### src/rtl/r4mdc_frame_ctrl.sv
// r4mdc_frame_ctrl: frame sequencer for the 16-point radix-4 MDC FFT datapath
module r4mdc_frame_ctrl #(
    parameter int WL         = 16,
    parameter int STAGE2_LEN = 16,
    parameter int OUT_DLY    = 1,
    parameter int TIMEOUT    = 64
) (
    input  logic            clk,
    input  logic            rst,
    input  logic            abort,
    input  logic            err_clr,
    input  logic            s_valid,
    output logic            s_ready,
    input  logic [2*WL-1:0] s_data,
    output logic [2*WL-1:0] dp_in,
    output logic            dp_en_comm1,
    output logic            dp_en_comm2,
    input  logic            dp_valid_but1,
    input  logic            dp_valid_but2,
    input  logic [WL-1:0]   dp_out_r,
    input  logic [WL-1:0]   dp_out_i,
    output logic            m_valid,
    output logic [2*WL-1:0] m_data,
    output logic [3:0]      m_index,
    output logic            m_last,
    output logic            busy,
    output logic            err_timeout,
    output logic [15:0]     frame_count
);
    localparam logic [2:0] S_IDLE  = 3'd0;
    localparam logic [2:0] S_LOAD  = 3'd1;
    localparam logic [2:0] S_WB1   = 3'd2;
    localparam logic [2:0] S_ST2   = 3'd3;
    localparam logic [2:0] S_WB2   = 3'd4;
    localparam logic [2:0] S_DRAIN = 3'd5;
    localparam logic [2:0] S_ERR   = 3'd6;
    localparam int S2W = $clog2(STAGE2_LEN + 1);
    localparam int WDW = $clog2(TIMEOUT + 1);
    localparam logic [S2W-1:0] S2_LAST   = S2W'(STAGE2_LEN - 1);
    localparam logic [WDW-1:0] WD_LAST   = WDW'(TIMEOUT - 1);
    localparam logic [4:0]     POS_FIRST = 5'(OUT_DLY);
    localparam logic [4:0]     POS_LAST  = 5'(OUT_DLY + 15);

    logic [2:0]      state_q, state_d;
    logic [3:0]      ld_q, ld_d;
    logic [S2W-1:0]  s2_q, s2_d;
    logic [WDW-1:0]  wd_q, wd_d;
    logic [4:0]      pos_q, pos_d;
    logic            err_q, err_d;
    logic [15:0]     fc_q, fc_d;
    logic [2*WL-1:0] din_q, din_d, md_q, md_d;
    logic            en1_q, en1_d, en2_q, en2_d, mv_q, mv_d, ml_q, ml_d;
    logic [3:0]      mi_q, mi_d;
    logic            accept, capture, b2_first;

    assign s_ready     = ~rst & (state_q == S_IDLE || state_q == S_LOAD);
    assign accept      = s_valid & s_ready;
    // pos_q counts edges since the first second-butterfly valid; 0 means not yet seen
    assign capture     = pos_q >= POS_FIRST && pos_q <= POS_LAST;
    assign b2_first    = (state_q == S_ST2 || state_q == S_WB2) && dp_valid_but2 && pos_q == 5'd0;
    assign busy        = state_q != S_IDLE;
    assign dp_in       = din_q;
    assign dp_en_comm1 = en1_q;
    assign dp_en_comm2 = en2_q;
    assign m_valid     = mv_q;
    assign m_data      = md_q;
    assign m_index     = mi_q;
    assign m_last      = ml_q;
    assign err_timeout = err_q;
    assign frame_count = fc_q;

    // next-state: handshake capture, sequencing, watchdog, output re-timing; abort overrides all
    always_comb begin
        state_d = state_q;
        ld_d    = ld_q;
        s2_d    = s2_q;
        wd_d    = wd_q;
        pos_d   = pos_q != 5'd0 ? pos_q + 5'd1 : (b2_first ? 5'd1 : 5'd0);
        err_d   = err_clr ? 1'b0 : err_q;
        fc_d    = fc_q;
        din_d   = accept ? s_data : din_q;
        en1_d   = accept;
        en2_d   = 1'b0;
        mv_d    = capture;
        md_d    = capture ? {dp_out_r, dp_out_i} : md_q;
        mi_d    = capture ? 4'(pos_q - POS_FIRST) : mi_q;
        ml_d    = capture && pos_q == POS_LAST;
        case (state_q)
            S_IDLE: begin
                if (accept) begin
                    state_d = S_LOAD;
                    ld_d    = 4'd1;
                end
            end
            S_LOAD: begin
                if (accept) begin
                    ld_d = ld_q + 4'd1;
                    if (ld_q == 4'd15) begin
                        state_d = S_WB1;
                        wd_d    = '0;
                    end
                end
            end
            S_WB1: begin
                if (dp_valid_but1) begin
                    state_d = S_ST2;
                    en2_d   = 1'b1;
                    s2_d    = '0;
                end else if (wd_q == WD_LAST) begin
                    state_d = S_ERR;
                    err_d   = 1'b1;
                end else begin
                    wd_d = wd_q + WDW'(1);
                end
            end
            S_ST2: begin
                en2_d = s2_q != S2_LAST;
                s2_d  = s2_q + S2W'(1);
                if (s2_q == S2_LAST) begin
                    state_d = (pos_q != 5'd0 || dp_valid_but2) ? S_DRAIN : S_WB2;
                    wd_d    = '0;
                end
            end
            S_WB2: begin
                if (dp_valid_but2) begin
                    state_d = S_DRAIN;
                end else if (wd_q == WD_LAST) begin
                    state_d = S_ERR;
                    err_d   = 1'b1;
                end else begin
                    wd_d = wd_q + WDW'(1);
                end
            end
            S_DRAIN: begin
                if (ml_q) begin
                    state_d = S_IDLE;
                    fc_d    = fc_q + 16'd1;
                    pos_d   = 5'd0;
                end
            end
            S_ERR: begin
                if (err_clr) state_d = S_IDLE;
            end
            default: state_d = S_IDLE;
        endcase
        if (abort) begin
            state_d = S_IDLE;
            ld_d    = '0;
            s2_d    = '0;
            wd_d    = '0;
            pos_d   = '0;
            err_d   = err_q & ~err_clr;
            fc_d    = fc_q;
            din_d   = din_q;
            en1_d   = 1'b0;
            en2_d   = 1'b0;
            mv_d    = 1'b0;
            md_d    = md_q;
            mi_d    = mi_q;
            ml_d    = 1'b0;
        end
    end

    // state and output registers with asynchronous reset
    always_ff @(posedge clk or posedge rst) begin
        if (rst) begin
            state_q <= S_IDLE;
            ld_q    <= '0;
            s2_q    <= '0;
            wd_q    <= '0;
            pos_q   <= '0;
            err_q   <= 1'b0;
            fc_q    <= '0;
            din_q   <= '0;
            en1_q   <= 1'b0;
            en2_q   <= 1'b0;
            mv_q    <= 1'b0;
            md_q    <= '0;
            mi_q    <= '0;
            ml_q    <= 1'b0;
        end else begin
            state_q <= state_d;
            ld_q    <= ld_d;
            s2_q    <= s2_d;
            wd_q    <= wd_d;
            pos_q   <= pos_d;
            err_q   <= err_d;
            fc_q    <= fc_d;
            din_q   <= din_d;
            en1_q   <= en1_d;
            en2_q   <= en2_d;
            mv_q    <= mv_d;
            md_q    <= md_d;
            mi_q    <= mi_d;
            ml_q    <= ml_d;
        end
    end
endmodule

### config.mk
export PLATFORM = sky130hd
export DESIGN_NAME = r4mdc_frame_ctrl
export DESIGN_NICKNAME = d
export VERILOG_FILES = /design/src/rtl/r4mdc_frame_ctrl.sv
export SDC_FILE = /design/constraint.sdc
export NUM_CORES = 1
export LEC_CHECK = 0
export CAP_MARGIN = 20
export CORE_MARGIN = 2
export CORE_UTILIZATION = 46
export DETAILED_ROUTE_END_ITERATION = 8
export HOLD_SLACK_MARGIN = 0.1
export PLACE_DENSITY_LB_ADDON = 0.15
export SETUP_SLACK_MARGIN = 0.5
export SYNTH_ARGS = -nofsm -noshare
export SYNTH_HDL_FRONTEND = slang
export SYNTH_SLANG_ARGS = --single-unit
### constraint.sdc
create_clock -name clk -period 6 [get_ports clk]
set_clock_uncertainty 0.15 [all_clocks]
set_input_delay 1.8 -clock clk [delete_from_list [all_inputs] [get_ports clk]]
set_output_delay 1.8 -clock clk [all_outputs]
set_load 0.02 [all_outputs]
==> metrics.log <==
[metrics] Post-synth ARST share: 1.00
[metrics] Final Cycle Share: 0.835
[metrics] required time at the worst-slack endpoint: approximately 4.1 ns
[metrics] Iteration-0 DRC Markers: 172
[metrics] sink count of the clock tree: 113
[metrics] Overflow after GRT: 0
[metrics] r2r endpoint: m_data[4]
[metrics] critical path data arrival time: approximately 3.1 ns
[metrics] Root Buffer: sky130_fd_sc_hd__clkbuf_8
[metrics] Setup Buffers After CTS: 0
[metrics] DR vias: 3,694
[metrics] hold crit path type: register to register
[metrics] Tightest Pin Transition: about 0.85 ns
[metrics] post-CTS clock slew at the launch and capture registers of the worst setup and hold paths: approximately 0.050 ns
[metrics] drt pass-1 iters: 4
[metrics] maximum buffer depth of the clock tree: 2
[metrics] distinct cell type count of the synthesized netlist: 54
[metrics] Routed WL: between 10 and 15 mm
[metrics] initial cell density of the core: 0.474
[metrics] insertion delay of the later-clocked pin in the worst-skew pair: 0.50 ns
[metrics] post-synthesis to final-layout area growth: 47.7%
[metrics] vias per cell: 5.16
[metrics] GRT Overall Usage: 0.202
[metrics] VDD IR max: between 0.0002 and 0.00025 V
[metrics] r2r setup slk: around 3.3 ns
[metrics] number of global-route vias before repair: ~3,900
[metrics] type of the setup path with the least slack: input port to primary output
[metrics] post-synthesis instance area: about 0.0049 mm2
[metrics] library cell with the largest summed area after synthesis: sky130_fd_sc_hd__dfrtp_1
[metrics] Fin. Hold Viols: 0
[metrics] initial antenna violation count: 0
[metrics] wire per inst: ~15 um
[metrics] final weighted congestion in routability-driven placement: approximately 0.80
[metrics] IO buf count: 161
[metrics] synthesized netlist cell count: just under 400
[metrics] top cells by instance count after synthesis: sky130_fd_sc_hd__dfrtp_1 (113), sky130_fd_sc_hd__mux2_2 (65), sky130_fd_sc_hd__nand2_1 (25), sky130_fd_sc_hd__nor2_1 (25), sky130_fd_sc_hd__nand3_1 (14)
[metrics] final cell area excluding filler cells: 0.00727 mm2
[metrics] share of the synthesized area in the top cell type: 0.575
[metrics] worst hold path cell count: 1
[metrics] Worst setup startpoint: rst
[metrics] Die X: about 110 um
[metrics] number of clock buffers inserted by TritonCTS: 17
[metrics] most frequent cell after synthesis: sky130_fd_sc_hd__dfrtp_1
[metrics] reported max-cap violation count: 0
[metrics] Worst R2R Start: pos_q[2]
[metrics] number of top-level pins: ~160
[metrics] DRC Markers: 0
[metrics] part of the Yosys area used for sequential elements: 0.575
[metrics] highest fanout seen on the critical path: 3
[metrics] largest net degree at the start of global routing: 70
[metrics] Antenna Nets Post-Route: 0
[metrics] critical path startpoint category: input port
[metrics] combined area of the multi-input logic cells: 0.00197 mm2
[metrics] Post-synth EDFFs: 0
[metrics] Setup Viol. Count Final: 0
[metrics] CTS tree: built
[metrics] crit path capture type: primary output
[metrics] Post-DP HPWL: approximately 7.8 mm
[metrics] number of register bits inferred by synthesis: around 110
[metrics] # H-tree levels: 4
[metrics] endpoint of the worst setup timing path: s_ready
[metrics] standard-cell rows: 37
[metrics] Post-Syn Area per Cell: around 12 um2
[metrics] commonest register cell after synthesis: sky130_fd_sc_hd__dfrtp_1
[metrics] floorplan die area: 0.0115 mm2
[metrics] total power: around 0.0026 W
[metrics] Core Footprint: 0.0104 mm2
[metrics] worst r2r path cells: 5
[metrics] Die Height: approximately 110 um
[metrics] Area after DPL: about 0.0067 mm2
[metrics] Min Hold Slack: 0.314 ns
[metrics] static leakage: around 3.1 nW
[metrics] wire length of the first global-routing pass: around 18 mm
[metrics] post-synthesis net count: 478
[metrics] number of instances resized during post-cts repair: 0
[metrics] max-slew violation total from the final report: 0
[metrics] Area contributors post-synth: sky130_fd_sc_hd__dfrtp_1 (57%), sky130_fd_sc_hd__mux2_2 (15%), sky130_fd_sc_hd__ha_1 (2.3%)
[metrics] number of antenna cells inserted: 0
[metrics] power per cell area: approximately 350 mW/mm2
[metrics] area of all sequential standard cells: between 0.002 and 0.003 mm2
[metrics] result of the run: complete, no violations
[metrics] TNS Setup: 0 ns
[metrics] yosys synthesis warning count: 0
[metrics] achievable frequency: roughly 200 MHz
[metrics] number of nets in the layout: roughly 650
[metrics] unrepaired setup endpoints after global routing: false
[metrics] final critical-path required period: around 5.0 ns
[metrics] quantity of hold-fixing buffers added after cts: 0
[metrics] fraction of final layout cells with drive strength greater than 1: 0.193
[metrics] remaining max-slew budget at the tightest pin: 0.432
[metrics] count of filler cells inserted in the layout: 777
==> where the power goes <==
group / switching (W) / internal, W / total, W
Combinational: 0.000279 / 0.000325 / 0.000604
Sequential: 0.0000639 / 0.000879 / 0.000943
Clock: 0.000346 / 0.000670 / 0.00102
==> routing by layer <==
layer	track usage	share of wire	up-vias	wire, um
met5	0	0	-	0
met4	0.0742	0.018	0	203
met3	0.0763	0.073	16	800
met2	0.339	0.49	119	5440
met1	0.237	0.41	1811	4550
li1	-	-	1748	-
==> worst min-delay path by stage <==
stage	startpoint	to	slack [ns]
after floorplan	ld_q[0]	ld_q[0]	0.33
after global placement	frame_count[15]	frame_count[15]	0.31
after detailed placement	frame_count[15]	frame_count[15]	0.31
after CTS	frame_count[15]	frame_count[15]	0.32
after global routing	frame_count[15]	frame_count[15]	0.33
final	frame_count[15]	frame_count[15]	0.31
==> final cells by class <==
cell class	instances	share of cell area
multi-input cells	258	0.271
repair buffers	166	0.227
well taps	136	0.0234
flip-flops and latches	113	0.389
clock inverters	14	0.0263
clock buffers	17	0.0570
inverters	12	0.00654
==> cell usage in the layout, fill, tap and decap left out, types with 3 or more instances in the layout <==
master / n
sky130_fd_sc_hd__nand2b_1: 5
sky130_fd_sc_hd__nand4_1: 3
sky130_fd_sc_hd__dfrtp_1: 113
sky130_fd_sc_hd__ha_1: 9
sky130_fd_sc_hd__nor2_1: 25
sky130_fd_sc_hd__or3_1: 5
sky130_fd_sc_hd__mux2i_1: 3
sky130_fd_sc_hd__inv_1: 10
sky130_fd_sc_hd__nor2b_1: 3
sky130_fd_sc_hd__a21boi_0: 3
sky130_fd_sc_hd__o21ai_0: 12
sky130_fd_sc_hd__clkbuf_16: 16
sky130_fd_sc_hd__clkinvlp_4: 4
sky130_fd_sc_hd__nand2_1: 25
sky130_fd_sc_hd__nor3_1: 8
sky130_fd_sc_hd__a21oi_1: 11
sky130_fd_sc_hd__clkinv_4: 3
sky130_fd_sc_hd__o31ai_1: 3
sky130_fd_sc_hd__a22oi_1: 3
sky130_fd_sc_hd__nor3b_1: 3
sky130_fd_sc_hd__buf_4: 5
sky130_fd_sc_hd__nand3_1: 14
sky130_fd_sc_hd__bufinv_16: 4
sky130_fd_sc_hd__and2_1: 3
sky130_fd_sc_hd__mux2_2: 65
sky130_fd_sc_hd__xnor2_1: 11
sky130_fd_sc_hd__clkinv_2: 3
sky130_fd_sc_hd__clkdlybuf4s50_1: 161
sky130_fd_sc_hd__xor2_1: 10
sky130_fd_sc_hd__a211oi_1: 3
==> registers in the layout, summed over array words and instances, names as in the netlist <==
name,cells
m_last,1
s2_q,5
m_valid,1
wd_q,7
err_timeout,1
dp_en_comm2,1
m_index,4
pos_q,5
m_data,32
state_q,3
ld_q,4
frame_count,16
dp_in,32
dp_en_comm1,1
==> logic make-up (layout without fill, tap and decap cells) <==
group	after synthesis	in the layout	synth area share
compound gates	50	50	0.0682
xor+xnor	21	21	0.0374
fa+ha+maj	9	9	0.0229
buf+inv	27	209	0.0252
flops	113	113	0.575
mux	68	68	0.155
simple gates	110	110	0.117
==> critical path, stage by stage <==
cell and delay (ns):
sky130_fd_sc_hd__clkdlybuf4s50_1 0.47, sky130_fd_sc_hd__nor3_1 0.15, sky130_fd_sc_hd__clkdlybuf4s50_1 0.64
==> metrics by stage <==
stage | util | setup slack, ns | instances
after global placement | 0.642 | 0.974 | 685
after detailed placement | 0.642 | 0.981 | 685
after CTS | 0.701 | 0.991 | 716
after global routing | 0.701 | 0.957 | 716
after floorplan | - | 1.06 | 398
final | 0.701 | 0.990 | 716
Note: power is estimated with default switching activity, not from simulation.
